File: config.mk
export PLATFORM = sky130hd
export DESIGN_NAME = ysyx_23060240_idu_stage
export DESIGN_NICKNAME = d
export VERILOG_FILES = /design/src/rtl/ysyx_23060240_idu_stage.sv
export SDC_FILE = /design/constraint.sdc
export NUM_CORES = 1
export LEC_CHECK = 0
export CORE_MARGIN = 8
export CORE_UTILIZATION = 28
export DETAILED_ROUTE_END_ITERATION = 10
export PLACE_DENSITY = 0.56
export SYNTH_ARGS = -nofsm -noshare
export SYNTH_HDL_FRONTEND = slang
export SYNTH_SLANG_ARGS = --single-unit
File: constraint.sdc
create_clock -name clk -period 4 [get_ports clk]
set_input_delay 0.4 -clock clk [delete_from_list [all_inputs] [get_ports clk]]
set_output_delay 0.4 -clock clk [all_outputs]
set_load 0.1 [all_outputs]
File: src/rtl/ysyx_23060240_idu_stage.sv
`default_nettype none
// ============================================================================
// Module   : ysyx_23060240_idu_stage
// Brief    : Registered RV32I(+M) decode stage between IFU and EXU. Decodes one
//            instruction per cycle into a bundle register behind valid/ready
//            handshakes, with flush and an ebreak/illegal halt FSM.
// Revision : 1.0 - initial release
// ============================================================================
module ysyx_23060240_idu_stage #(
  parameter int XLEN            = 32,
  parameter bit ENABLE_M        = 1'b1,
  parameter bit HALT_ON_ILLEGAL = 1'b0
) (
  input  logic            clk,
  input  logic            rst,
  input  logic            in_valid,
  output logic            in_ready,
  input  logic [31:0]     in_inst,
  input  logic [XLEN-1:0] in_pc,
  input  logic            flush,
  output logic            out_valid,
  input  logic            out_ready,
  output logic [XLEN-1:0] out_pc,
  output logic [4:0]      out_rs1,
  output logic [4:0]      out_rs2,
  output logic [4:0]      out_rd,
  output logic [XLEN-1:0] out_imm,
  output logic            out_alu_a_sel,
  output logic            out_alu_b_sel,
  output logic [4:0]      out_alu_func,
  output logic            out_w_en,
  output logic [1:0]      out_w_sel,
  output logic            out_jump_en,
  output logic [2:0]      out_br_type,
  output logic            out_is_branch,
  output logic            out_mem_rd,
  output logic            out_mem_wr,
  output logic [2:0]      out_mem_size,
  output logic            out_illegal,
  output logic            out_ebreak,
  output logic            halted
);

  localparam logic [6:0]  c_OP_LUI    = 7'b0110111;
  localparam logic [6:0]  c_OP_AUIPC  = 7'b0010111;
  localparam logic [6:0]  c_OP_JAL    = 7'b1101111;
  localparam logic [6:0]  c_OP_JALR   = 7'b1100111;
  localparam logic [6:0]  c_OP_BRANCH = 7'b1100011;
  localparam logic [6:0]  c_OP_LOAD   = 7'b0000011;
  localparam logic [6:0]  c_OP_STORE  = 7'b0100011;
  localparam logic [6:0]  c_OP_IMM    = 7'b0010011;
  localparam logic [6:0]  c_OP_REG    = 7'b0110011;
  localparam logic [6:0]  c_OP_SYSTEM = 7'b1110011;
  localparam logic [31:0] c_EBREAK    = 32'h0010_0073;

  localparam logic [1:0]  c_WSEL_NONE = 2'b00;
  localparam logic [1:0]  c_WSEL_PC4  = 2'b01;
  localparam logic [1:0]  c_WSEL_ALU  = 2'b10;
  localparam logic [1:0]  c_WSEL_MEM  = 2'b11;
  localparam logic [4:0]  c_ALU_ADD   = 5'b00000;
  localparam logic [4:0]  c_ALU_PASSB = 5'b01110;

  typedef enum logic [0:0] {
    ST_RUN  = 1'b0,
    ST_HALT = 1'b1
  } state_e;

  state_e state_q, state_d;

  // instruction fields
  logic [6:0] opcode;
  logic [2:0] funct3;
  logic [6:0] funct7;
  logic       accept;
  logic       halt_evt;

  assign opcode = in_inst[6:0];
  assign funct3 = in_inst[14:12];
  assign funct7 = in_inst[31:25];

  // decoded next-state values for the bundle register
  logic [31:0]     imm32_d;
  logic [XLEN-1:0] imm_d;
  logic            a_sel_d, b_sel_d;
  logic [4:0]      alu_func_d;
  logic            w_en_raw, mem_rd_raw, mem_wr_raw, jump_raw, is_br_raw;
  logic            w_en_d, mem_rd_d, mem_wr_d, jump_d, is_br_d;
  logic [1:0]      w_sel_d;
  logic            illegal_d, ebreak_d;

  // bundle registers
  logic            valid_q;
  logic [XLEN-1:0] pc_q, imm_q;
  logic [4:0]      rs1_q, rs2_q, rd_q, alu_func_q;
  logic            a_sel_q, b_sel_q, w_en_q, jump_q, is_br_q;
  logic            mem_rd_q, mem_wr_q, illegal_q, ebreak_q;
  logic [1:0]      w_sel_q;
  logic [2:0]      br_type_q, mem_size_q;

  assign in_ready = (state_q == ST_RUN) && (!valid_q || out_ready);
  assign accept   = in_valid && in_ready;
  assign ebreak_d = (in_inst == c_EBREAK);

  // Sign-extend the 32-bit immediate to the datapath width.
  assign imm_d = XLEN'($signed(imm32_d));

  // Decode opcode/funct fields into control, immediate and legality.
  always_comb begin
    imm32_d    = 32'h0;
    a_sel_d    = 1'b1;
    b_sel_d    = 1'b1;
    alu_func_d = c_ALU_ADD;
    w_en_raw   = 1'b0;
    w_sel_d    = c_WSEL_NONE;
    jump_raw   = 1'b0;
    is_br_raw  = 1'b0;
    mem_rd_raw = 1'b0;
    mem_wr_raw = 1'b0;
    illegal_d  = 1'b0;
    case (opcode)
      c_OP_LUI: begin
        imm32_d    = {in_inst[31:12], 12'h000};
        a_sel_d    = 1'b0;
        alu_func_d = c_ALU_PASSB;
        w_en_raw   = 1'b1;
        w_sel_d    = c_WSEL_ALU;
      end
      c_OP_AUIPC: begin
        imm32_d  = {in_inst[31:12], 12'h000};
        a_sel_d  = 1'b0;
        w_en_raw = 1'b1;
        w_sel_d  = c_WSEL_ALU;
      end
      c_OP_JAL: begin
        imm32_d  = {{11{in_inst[31]}}, in_inst[31], in_inst[19:12],
                    in_inst[20], in_inst[30:21], 1'b0};
        a_sel_d  = 1'b0;
        w_en_raw = 1'b1;
        w_sel_d  = c_WSEL_PC4;
        jump_raw = 1'b1;
      end
      c_OP_JALR: begin
        imm32_d   = {{20{in_inst[31]}}, in_inst[31:20]};
        w_en_raw  = 1'b1;
        w_sel_d   = c_WSEL_PC4;
        jump_raw  = 1'b1;
        illegal_d = (funct3 != 3'b000);
      end
      c_OP_BRANCH: begin
        imm32_d   = {{19{in_inst[31]}}, in_inst[31], in_inst[7],
                     in_inst[30:25], in_inst[11:8], 1'b0};
        a_sel_d   = 1'b0;
        is_br_raw = 1'b1;
        illegal_d = (funct3 == 3'b010) || (funct3 == 3'b011);
      end
      c_OP_LOAD: begin
        imm32_d    = {{20{in_inst[31]}}, in_inst[31:20]};
        w_en_raw   = 1'b1;
        w_sel_d    = c_WSEL_MEM;
        mem_rd_raw = 1'b1;
        illegal_d  = (funct3 == 3'b011) || (funct3 == 3'b110) || (funct3 == 3'b111);
      end
      c_OP_STORE: begin
        imm32_d    = {{20{in_inst[31]}}, in_inst[31:25], in_inst[11:7]};
        mem_wr_raw = 1'b1;
        illegal_d  = (funct3 > 3'b010);
      end
      c_OP_IMM: begin
        imm32_d    = {{20{in_inst[31]}}, in_inst[31:20]};
        w_en_raw   = 1'b1;
        w_sel_d    = c_WSEL_ALU;
        alu_func_d = {1'b0, (funct3 == 3'b101) && in_inst[30], funct3};
        if (funct3 == 3'b001) begin
          illegal_d = (funct7 != 7'h00);
        end else if (funct3 == 3'b101) begin
          illegal_d = (funct7 != 7'h00) && (funct7 != 7'h20);
        end
      end
      c_OP_REG: begin
        b_sel_d  = 1'b0;
        w_en_raw = 1'b1;
        w_sel_d  = c_WSEL_ALU;
        if (funct7 == 7'h00) begin
          alu_func_d = {2'b00, funct3};
        end else if ((funct7 == 7'h20) && ((funct3 == 3'b000) || (funct3 == 3'b101))) begin
          alu_func_d = {2'b01, funct3};
        end else if ((funct7 == 7'h01) && ENABLE_M) begin
          alu_func_d = {2'b10, funct3};
        end else begin
          illegal_d = 1'b1;
        end
      end
      c_OP_SYSTEM: begin
        // ebreak is the only SYSTEM encoding supported; ecall/csr* trap as illegal
        illegal_d = !ebreak_d;
      end
      default: illegal_d = 1'b1;
    endcase
  end

  // An illegal encoding must never produce side effects downstream.
  assign w_en_d   = w_en_raw && (in_inst[11:7] != 5'd0) && !illegal_d;
  assign mem_rd_d = mem_rd_raw && !illegal_d;
  assign mem_wr_d = mem_wr_raw && !illegal_d;
  assign jump_d   = jump_raw && !illegal_d;
  assign is_br_d  = is_br_raw && !illegal_d;

  // Pipeline register: flush beats accept, accept beats drain.
  always_ff @(posedge clk or posedge rst) begin
    if (rst) begin
      valid_q    <= 1'b0;
      pc_q       <= '0;
      imm_q      <= '0;
      rs1_q      <= 5'd0;
      rs2_q      <= 5'd0;
      rd_q       <= 5'd0;
      alu_func_q <= 5'd0;
      a_sel_q    <= 1'b0;
      b_sel_q    <= 1'b0;
      w_en_q     <= 1'b0;
      w_sel_q    <= 2'b00;
      jump_q     <= 1'b0;
      br_type_q  <= 3'd0;
      is_br_q    <= 1'b0;
      mem_rd_q   <= 1'b0;
      mem_wr_q   <= 1'b0;
      mem_size_q <= 3'd0;
      illegal_q  <= 1'b0;
      ebreak_q   <= 1'b0;
    end else if (flush) begin
      valid_q <= 1'b0;
    end else if (accept) begin
      valid_q    <= 1'b1;
      pc_q       <= in_pc;
      imm_q      <= imm_d;
      rs1_q      <= in_inst[19:15];
      rs2_q      <= in_inst[24:20];
      rd_q       <= in_inst[11:7];
      alu_func_q <= alu_func_d;
      a_sel_q    <= a_sel_d;
      b_sel_q    <= b_sel_d;
      w_en_q     <= w_en_d;
      w_sel_q    <= w_sel_d;
      jump_q     <= jump_d;
      br_type_q  <= funct3;
      is_br_q    <= is_br_d;
      mem_rd_q   <= mem_rd_d;
      mem_wr_q   <= mem_wr_d;
      mem_size_q <= funct3;
      illegal_q  <= illegal_d;
      ebreak_q   <= ebreak_d;
    end else if (out_ready) begin
      valid_q <= 1'b0;
    end
  end

  // Halt when an ebreak (or, optionally, an illegal op) actually enters the stage.
  assign halt_evt = accept && !flush && (ebreak_d || (HALT_ON_ILLEGAL && illegal_d));

  // RUN/HALT state register; only reset leaves HALT.
  always_ff @(posedge clk or posedge rst) begin
    if (rst) begin
      state_q <= ST_RUN;
    end else begin
      state_q <= state_d;
    end
  end

  // RUN/HALT next-state logic.
  always_comb begin
    state_d = state_q;
    case (state_q)
      ST_RUN:  if (halt_evt) state_d = ST_HALT;
      ST_HALT: state_d = ST_HALT;
      default: state_d = ST_RUN;
    endcase
  end

  assign halted        = (state_q == ST_HALT);
  assign out_valid     = valid_q;
  assign out_pc        = pc_q;
  assign out_rs1       = rs1_q;
  assign out_rs2       = rs2_q;
  assign out_rd        = rd_q;
  assign out_imm       = imm_q;
  assign out_alu_a_sel = a_sel_q;
  assign out_alu_b_sel = b_sel_q;
  assign out_alu_func  = alu_func_q;
  assign out_w_en      = w_en_q;
  assign out_w_sel     = w_sel_q;
  assign out_jump_en   = jump_q;
  assign out_br_type   = br_type_q;
  assign out_is_branch = is_br_q;
  assign out_mem_rd    = mem_rd_q;
  assign out_mem_wr    = mem_wr_q;
  assign out_mem_size  = mem_size_q;
  assign out_illegal   = illegal_q;
  assign out_ebreak    = ebreak_q;

endmodule
`default_nettype wire

* Word-level counts from Yosys, hierarchy flattened
Index checks and enable logic that the tools add are counted.
** Operators by class
- Eq/ne operators :: 20
- Muxes and demuxes :: 24
- $lt $le $gt $ge :: 1
- Reductions and logical operators :: 36
- Bitwise gates (word level) :: 2
** Operators by type and width (number)
- $pmux 32 s5 :: 1
- $eq 32x21->1 const B :: 1
- $eq 7x6->1 const B :: 4
- $eq 7x7->1 const B :: 4
- $mux 1 :: 16
- $mux 5 :: 3
- $pmux 5 s3 :: 1
- $eq 7x5->1 const B :: 2
- $logic_and 1x1->1 :: 13
- $eq 3x3->1 const B :: 3
- $pmux 1 s8 :: 1
- $reduce_or 4->1 :: 2
- $eq 7x1->1 const B :: 1
- $eq 7x2->1 const B :: 1
- $logic_not 7->1 :: 1
- $ne 7x6->1 const B :: 1
- $reduce_bool 7->1 :: 1
- $reduce_or 7->1 :: 1
- $eq 3x2->1 const B :: 2
- $pmux 2 s3 :: 1
- $reduce_bool 3->1 :: 2
- $reduce_or 3->1 :: 2
- $logic_or 1x1->1 :: 5
- $reduce_bool 5->1 :: 1
- other kinds (8) :: 13
** Word-level totals
- Input bits :: 69
- Flip-flop bits (word level) :: 100
- Output and inout port bits :: 104

* Depth between registers and ports, before layout
Gate-level depths: netlist of the first run.
- Depth after elaboration :: 8
- Depth in mapped cells :: 7
- Mapped depth without buffers :: 5

* Worst setup path before layout of the first run
OpenSTA, ideal clock, no wires.
- Path kind :: register to output
- Start point :: reg valid_q (netlist: out_valid)
- End point :: out in_ready
- Data arrival time :: 2.262 ns
- Slack :: 1.338 ns
- Cell stages (with the launch flop) :: 3
- Buffers on the path :: 0
- Cells stage by stage :: dfrtp_1 -> nor2b_4 -> nor2_1
** Between the ends
- Longest elaborated chain between the ends :: 3
** Ends and longest elaborated chain
- from (decl) :: line 92 : logic valid_q;
- from (signal assigned) :: line 211 : valid_q <= 1'b0;
- from (signal assigned) :: line 231 : valid_q <= 1'b0;
- from (signal assigned) :: line 233 : valid_q <= 1'b1;
- $logic_not 1->1 :: line 100 : assign in_ready = (state_q == ST_RUN) && (!valid_q || out_ready);
- $logic_or 1x1->1 :: line 100
- $logic_and 1x1->1 :: line 100
- to (decl) :: line 17 : output logic in_ready,
No other way between the ends.

* Final worst setup path of the first run
- Start point :: in out_ready
- End point :: out in_ready
** Between the ends
- Longest elaborated chain between the ends :: 2
** Ends and longest elaborated chain
- from (decl) :: line 22 : input logic out_ready,
- $logic_or 1x1->1 :: line 100
- $logic_and 1x1->1 :: line 100
No other way between the ends.

==> flow_metrics.py, run 1 <==
metrics = {
    "status": {
        "status": "complete, no violations",
    },
    "power": {
        "p_leak_uw": 0.00292,
        "p_comb_share_pct": 41.5,
        "p_total_uw": 3370,
        "clock_power_share_pct": 23.4,
        "p_int_uw": 1860,
        "sequentialPowerShare_pct": 35.1,
        "sw_frac_of_total_pct": 44.8,
        "p_sw_uw": 1510,
        "p_per_area_mw_per_mm2": 512,
        "ir_worst_vdd_mv": 0.198,
    },
    "place": {
        "gp_congestion": 0.872,
        "placedInstanceArea_mm2": 0.00632,
        "hpwlAfterDp_um": 11700,
        "numPortBuffers": 172,
    },
    "yosys": {
        "synth_area_mm2": 0.00448,
        "async_flop_share_pct": 100,
        "synth_seq_cells": 100,
        "synthesis.nets": 574,
        "synth_edf_count": 0,
        "synth_cells": 505,
        "synth_warnings": 0,
        "yosysUniqueCellTypes": 51,
        "synth-main-ff-cell": "dfrtp_1",
        "synth_seq_area_share_pct": 55.8,
        "avgSynthCellArea_um2": 8.88,
    },
    "critical_path": {
        "crit_slowest_cell": "clkdlybuf4s50_1",
        "reg2reg_to": "out_imm[15]",
        "crit_chain": "clkdlybuf4s50_1 -> nor2b_4 -> nor2_1 -> clkdlybuf4s50_1",
        "cp-start-kind": "input port",
        "crit_path_max_fanout": 4,
        "worstSetupPathType": "in -> out",
        "cp.required_ps": 3600,
        "r2r_start": "out_valid",
        "cp.arrival_ps": 2200,
        "worst-r2r-setup-slack_ps": 1760,
        "critPathMostFrequentCell": "clkdlybuf4s50_1",
        "cp-end-kind": "primary output",
        "ff2ff_path_depth": 4,
        "critPathMaxStageDelay_ps": 1140,
    },
    "routing": {
        "drtIter0Drc": 321,
        "drt_drc_violations_left": 0,
        "ant_nets": 0,
        "drtPass1Iterations": 5,
        "vias": 4212,
        "post_drt_wl_per_cell_um": 18.1,
        "avgViaCountPerCell": 4.82,
        "drt-total-wl_um": 15800,
    },
    "sta": {
        "final-max-slew-violation-count": 0,
        "slew_headroom_pct": 30.6,
        "worstMarginPinSlew_ps": 1040,
        "setup_tns_ps": 0,
        "min_period_over_period_pct": 64.9,
        "finClkSkew_ps": 6.08,
        "hold_viol": 0,
        "max_freq_mhz": 385,
        "setup_viol": 0,
        "rsz0062_at_grt": "false",
        "period_needed_ps": 2600,
    },
    "cts": {
        "cts.sinks": 100,
        "cts_tree": "yes",
        "ctsResizeCount": 0,
        "cts-buffers-inserted": 9,
        "cts_buffer_depth": 2,
        "clockRootBuffer": "clkbuf_16",
        "hold_buffers": 0,
        "cts_setup_buffers": 0,
        "h-tree-depth": 3,
        "clk_latency_ps": 340,
        "path_clk_slew_ps": 60,
    },
    "global_route": {
        "grt_pass1_vias": 4115,
        "grt_use_total_pct": 15.5,
        "globalRouteOverflowTotal": 0,
        "antenna_found_initial": 0,
        "grt_max_degree": 95,
        "grt_pass1_wl_um": 24200,
    },
    "die": {
        "rows": 46,
        "initial_core_util_pct": 28.4,
        "die_h_um": 143,
        "dieArea_mm2": 0.0203,
        "core_mm2": 0.0158,
        "dieWidth_um": 143,
        "io_pins": 173,
    },
    "final_layout": {
        "antennaDiodeCount": 0,
        "nNetsFinal": 724,
        "final_common_cell": "nand2_1",
        "layout_common_cells": "207 x nand2_1, 172 x clkdlybuf4s50_1, 100 x dfrtp_1",
        "drive_gt1_share_pct": 4.10,
        "utilization_pct": 41.7,
        "area.growth.synth_to_final_pct": 46.7,
        "stdcell_area_mm2": 0.00658,
        "fill_cells": 1585,
    },
    "job": {
        "cap_viol_max_count": 0,
    },
    "min_path": {
        "min_to": "out_imm[5]",
        "min_from": "out_imm[5]",
        "hp-class": "reg -> reg",
        "hold_depth": 2,
    },
}
## sequential cells by signal, summed over array words and instances, names as in the netlist, 2 cells and up
signal and flops:
out_pc 32, out_rs1 5, out_w_sel 2, out_rs2 5, out_alu_func 5, out_rd 5
out_imm 32, out_mem_size 3
## through the flow
step	setup slack [ps]	std cells	hold slack, ps
5_1_grt	1360	874	494
6_report	1400	874	469
4_1_cts	1400	874	474
3_3_place_gp	1310	860	455
2_1_floorplan	981	505	505
3_5_place_dp	1260	860	460
## worst max path at each step
stage	from	end	slack, ps
after floorplan	rst	halted	980
after global placement	in_inst[5]	out_imm[25]	1310
after detailed placement	in_inst[5]	out_imm[30]	1260
after CTS	out_ready	in_ready	1400
after global routing	out_ready	in_ready	1360
final	out_ready	in_ready	1400
## critical path, delay by kind of cell
kind,cells,cell delay [ps]
buffers and inverters,2,1640
and+or+nand+nor,2,150
## final cells by class
type	instances	area [um^2]	area share (%)
sequential	100	2500	38.1
inverter	5	21.3	0.324
timing repair buffer	175	1740	26.5
multi-input combinational	364	1780	27.1
clock buffer	11	243	3.69
tap	216	270	4.11
clock inverter	3	15.0	0.228
## per-layer routing
layer | share of wire [%] | global-route usage (%)
met4 | 1.8 | 4.75
met2 | 45 | 23.9
met1 | 44 | 20.3
met3 | 8.7 | 4.76
met5 | 0 | 0
## cell families after synthesis
group           synth area share, %
simple gates                   27.8
flops                          55.8
compound gates                 11.4
buf+inv                        4.77
xor+xnor                      0.195
## power by group through the flow
stage	Combinational, uW	Sequential (uW)	Clock, uW
CTS	1410	1180	816
global route	1450	1200	857
detailed placement	1410	1200	0
floorplan	223	1990	0
global placement	1400	1200	0
finish	1400	1180	790
## Yosys cell counts, types with 2 or more instances
library cell | instances | area share (%)
a21oi_1 | 10 | 1.1
a221o_1 | 2 | 0.45
a221oi_1 | 5 | 0.98
a31oi_1 | 12 | 1.7
a32o_1 | 4 | 0.89
a32oi_1 | 2 | 0.39
and2_1 | 3 | 0.42
and3_1 | 4 | 0.56
buf_2 | 12 | 1.3
buf_4 | 6 | 1.0
buf_6 | 3 | 0.75
clkbuf_1 | 15 | 1.3
dfrtp_1 | 100 | 56
inv_1 | 5 | 0.42
nand2_1 | 207 | 17
nand2b_1 | 3 | 0.42
nand3_1 | 9 | 1.0
nand4_1 | 3 | 0.42
nand4b_1 | 2 | 0.39
nor2_1 | 34 | 2.8
nor2b_1 | 5 | 0.70
nor3_1 | 5 | 0.56
nor4_1 | 4 | 0.56
nor4b_1 | 3 | 0.59
nor4b_2 | 2 | 0.67
o21ai_0 | 9 | 1.0
o21ai_1 | 11 | 1.2
o31ai_1 | 2 | 0.33
Note: power is estimated with default switching activity, not from simulation.
==> run 2: changes to the inputs <==
==> constraint.sdc (replaced) <==
create_clock -name clk -period 2.64 [get_ports clk]
set_input_delay 0.264 -clock clk [delete_from_list [all_inputs] [get_ports clk]]
set_output_delay 0.264 -clock clk [all_outputs]
set_load 0.1 [all_outputs]
==> flow_metrics.py, run 2 (same netlist as run 1, synthesis figures left out) <==
metrics = {
    "status": {
        "status": "complete, no violations",
    },
    "place": {
        "numPortBuffers": 172,
        "gp_congestion": 0.902,
        "placedInstanceArea_mm2": 0.00623,
        "dp.cells": 880,
        "hpwlAfterDp_um": 12300,
    },
    "cts": {
        "clockRootBuffer": "clkbuf_16",
        "clk_latency_ps": 340,
        "cts_tree": "yes",
        "ctsResizeCount": 0,
        "cts.sinks": 100,
        "hold_buffers": 0,
        "cts_buffer_depth": 2,
        "path_clk_slew_ps": 70,
        "cts_setup_buffers": 0,
        "h-tree-depth": 3,
        "cts-buffers-inserted": 9,
    },
    "sta": {
        "slew_headroom_pct": 36.5,
        "min_period_over_period_pct": 77.9,
        "rsz0062_at_grt": "false",
        "worstMarginPinSlew_ps": 945,
        "hold_viol": 0,
        "max_freq_mhz": 486,
        "period_needed_ps": 2060,
        "setup_tns_ps": 0,
        "finClkSkew_ps": 7.84,
        "setup_viol": 0,
        "final-max-slew-violation-count": 0,
    },
    "die": {
        "dieWidth_um": 143,
        "dieArea_mm2": 0.0203,
        "io_pins": 173,
        "die_h_um": 143,
        "core_mm2": 0.0158,
        "initial_core_util_pct": 28.4,
        "rows": 46,
    },
    "critical_path": {
        "worstSetupPathType": "in -> reg",
        "worst-r2r-setup-slack_ps": 670,
        "ff2ff_path_depth": 3,
        "cp.arrival_ps": 2290,
        "crit_path_max_fanout": 10,
        "crit_chain": "clkdlybuf4s50_1 -> and4bb_1 -> nand2_1 -> nor4b_1 -> a21oi_1 -> a41o_1",
        "reg2reg_to": "out_alu_a_sel",
        "critical-path-top-delay-family": "simple AND/OR/NAND/NOR gates",
        "critPathMaxStageDelay_ps": 560,
        "cp_num_buf_inv": 1,
        "cp.required_ps": 2870,
        "cp-start-kind": "input port",
        "r2r_start": "halted",
        "crit_slowest_cell": "clkdlybuf4s50_1",
        "cp-end-kind": "flip-flop",
    },
    "global_route": {
        "grt_use_total_pct": 15.7,
        "globalRouteOverflowTotal": 0,
        "grt_max_degree": 62,
        "antenna_found_initial": 0,
        "grt_pass1_vias": 4320,
        "grt_pass1_wl_um": 24700,
    },
    "routing": {
        "drt-total-wl_um": 16000,
        "post_drt_wl_per_cell_um": 17.8,
        "drtPass1Iterations": 5,
        "vias": 4205,
        "avgViaCountPerCell": 4.69,
        "drtIter0Drc": 224,
        "ant_nets": 0,
        "drt_drc_violations_left": 0,
    },
    "power": {
        "p_per_area_mw_per_mm2": 823,
        "p_leak_uw": 0.00321,
        "ir_worst_vdd_mv": 0.319,
    },
    "final_layout": {
        "final_common_cell": "nand2_1",
        "fill_cells": 1629,
        "stdcell_area_mm2": 0.00658,
        "instances_no_fill": 896,
        "drive_gt1_share_pct": 22.6,
        "antennaDiodeCount": 0,
        "area.growth.synth_to_final_pct": 46.8,
        "layout_common_cells": "207 x nand2_1, 125 x buf_4, 100 x dfrtp_1",
        "utilization_pct": 41.7,
        "nNetsFinal": 744,
    },
    "min_path": {
        "hp-class": "in -> async",
    },
    "job": {
        "cap_viol_max_count": 0,
    },
}
run 2: changes by cell type in the layout (fill, tap and decap cells not counted), moves of 2 or more:
cell / previous run / this run
buf_4: 3 / 125
clkdlybuf4s50_1: 172 / 68
inv_6: 0 / 3
buf_12: 0 / 2
clkinv_2: 3 / 1
bufinv_16: 0 / 3
run 2: routing by layer:
layer | vias to the layer above | track usage (%) | routed length, um
met5 | - | 0 | 0
met4 | 0 | 4.75 | 162
met3 | 13 | 3.52 | 1150
met2 | 144 | 26.0 | 7700
met1 | 2035 | 20.0 | 6980
li1 | 2013 | - | -
run 2: layout make-up:
class / count / area, um^2 / share of cell area [%]
clock buffer: 9 / 225 / 3.42
clock inverter: 7 / 121 / 1.84
inverter: 5 / 22.5 / 0.342
multi-input combinational: 364 / 1780 / 27.0
sequential: 100 / 2500 / 38.0
tap: 216 / 270 / 4.11
timing repair buffer: 195 / 1660 / 25.2
run 2: worst reg2reg max path: cells and delay by family, from the launching register on:
| kind | cells | cell delay [ps] |
|---|---|---|
| DFF | 1 | 470 |
| AOI/OAI and AO/OA | 1 | 280 |
| and+or+nand+nor | 1 | 790 |
| buffers and inverters | 1 | 340 |
run 2: per-stage QoR:
step / setup slack (ps) / power, uW / hold WS (ps)
floorplan: 114 / 3360 / 369
detailed placement: 314 / 3920 / 462
global placement: 335 / 3910 / 459
finish: 584 / 5410 / 231
CTS: 668 / 5480 / 226
global route: 357 / 5630 / 259
run 2: how the worst max path moves through the flow:
stage | slack, ps | cells after the start | to | startpoint
4_1_cts | 670 | 6 | out_w_en | in_inst[2]
2_1_floorplan | 110 | 2 | in_ready | out_valid
3_3_place_gp | 330 | 6 | out_illegal | in_inst[23]
6_report | 580 | 6 | out_w_en | in_inst[2]
3_5_place_dp | 310 | 6 | out_illegal | in_inst[23]
5_1_grt | 360 | 6 | out_imm[17] | in_inst[3]
run 2: power by group:
part / switching [uW] / internal [uW]
Clock: 600 / 935
Combinational: 1650 / 431
Sequential: 99.6 / 1700
Total: 2350 / 3060
==> edit (config.mk and constraints of run 1) <==
The parameter `XLEN` goes from 32 to 16.
--- a/src/rtl/ysyx_23060240_idu_stage.sv
+++ b/src/rtl/ysyx_23060240_idu_stage.sv
@@ -7,7 +7,7 @@
 // Revision : 1.0 - initial release
 // ============================================================================
 module ysyx_23060240_idu_stage #(
-  parameter int XLEN            = 32,
+  parameter int XLEN            = 16,
   parameter bit ENABLE_M        = 1'b1,
   parameter bit HALT_ON_ILLEGAL = 1'b0
 ) (
Ports: changed (resized in_pc, out_imm and out_pc); port bits go from 173 to 125. The function was not compared with the original's and may differ.
==> edit against run 1 <==
Count of clock-buffer cells in the layout shrank 2. Highest routed layer unchanged. Cell area shrank 29%. Setup slack is essentially flat. Wire length shrank 35%. Die area shrank 27%. Largest power group unchanged. Area after synthesis shrank 30%. Sequential cell count shrank 32. Register-to-register slack lost 40 ps. Total power shrank 28%.
==> edit: results (changes against run 1) <==
ys_seq_area_frac: 0.542  # -0.0164
skew_ps: 6.54  # +0.460 ps
routed_wl_microns: 10300  # -35%
placed_cell_area_sq_um: 4480  # -29%
leakage_nw: 2.06  # -30%
root_buffer: "clkbuf_8"
drtIter0Drc: 201  # -37%
post_drt_via_cell_ratio: 4.72  # -2.0%
rr_worst_depth: 5  # +1
path_clk_slew_ps: 80  # +20 ps
grtUsageTotal: 0.141  # -0.0133
regToRegSetupSlack_ps: 1720  # -40 ps
grt_pass1_vias: 3054  # -26%
syn_nets: 401  # -30%
r2r_end: "out_imm[2]"
worstHoldPathType: "input port to asynchronous set/reset pin"
irDropWorstVdd_mv: 0.251  # +27%
hpwlAfterDp_microns: 7670  # -35%
grt_first_pass_wirelength_microns: 16500  # -32%
drive_gt1_frac: 0.0681  # +0.0271
p_sw_mw: 1.08  # -28%
slew_headroom: 0.295  # -0.0107
outcome: "complete, no violations"
portBuffers: 124  # -28%
globalplace.congestion: 0.820  # -6.0%
first_pass_iters: 4  # -1
fin_nets: 518  # -28%
edit: critical path, delay by kind of cell:
family | cells | cell delay, ps
AND/OR/NAND/NOR | 2 | 140
buffers and inverters | 2 | 1640
edit: logic make-up after synthesis:
group | Yosys count | synth area share
compound gates | 55 | 0.122
xor+xnor | 1 | 0.00279
buf+inv | 26 | 0.0426
flops | 68 | 0.542
mux | 1 | 0.00359
simple gates | 197 | 0.287
edit: area by class of cell:
class                           instances  area (sq um)
Clock buffer                            9           124
Clock inverter                          7          91.3
Fill cell                            1097          6200
Inverter                                4          15.0
Multi-Input combinational cell        254          1310
Sequential cell                        68          1700
Tap cell                              140           175
Timing Repair Buffer                  128          1270
edit: layer usage:
layer  wire, microns  global-route usage
met1            4710               0.183
met3             966              0.0532
met4             166              0.0509
met2            4430               0.211
met5               0                   0
edit: power groups by stage:
stage,combinational [mW],sequential (mW),clock (mW)
2_1_floorplan,0.172,1.37,0
3_5_place_dp,0.998,0.817,0
4_1_cts,1.00,0.805,0.642
5_1_grt,1.03,0.814,0.677
3_3_place_gp,0.997,0.816,0
6_report,0.991,0.803,0.628
edit: worst min path at each step:
stage / startpoint / to / slack (ps) / cells after the start
after floorplan: in_pc[0] / out_pc[0] / 510 / 2
after global routing: rst / out_rs1[3] / 250 / 2
final: rst / out_rs1[3] / 250 / 2
after global placement: out_w_sel[0] / out_w_sel[0] / 450 / 2
after CTS: rst / out_rs1[2] / 230 / 2
after detailed placement: out_ebreak / out_ebreak / 460 / 2
edit: per-stage QoR:
step | hold slack (ps) | setup slack (ps) | std cells | total power [mW]
2_1_floorplan | 505 | 1340 | 348 | 1.54
3_3_place_gp | 452 | 1320 | 594 | 1.81
3_5_place_dp | 460 | 1230 | 594 | 1.82
4_1_cts | 233 | 1400 | 610 | 2.45
5_1_grt | 251 | 1360 | 610 | 2.52
6_report | 252 | 1400 | 610 | 2.42
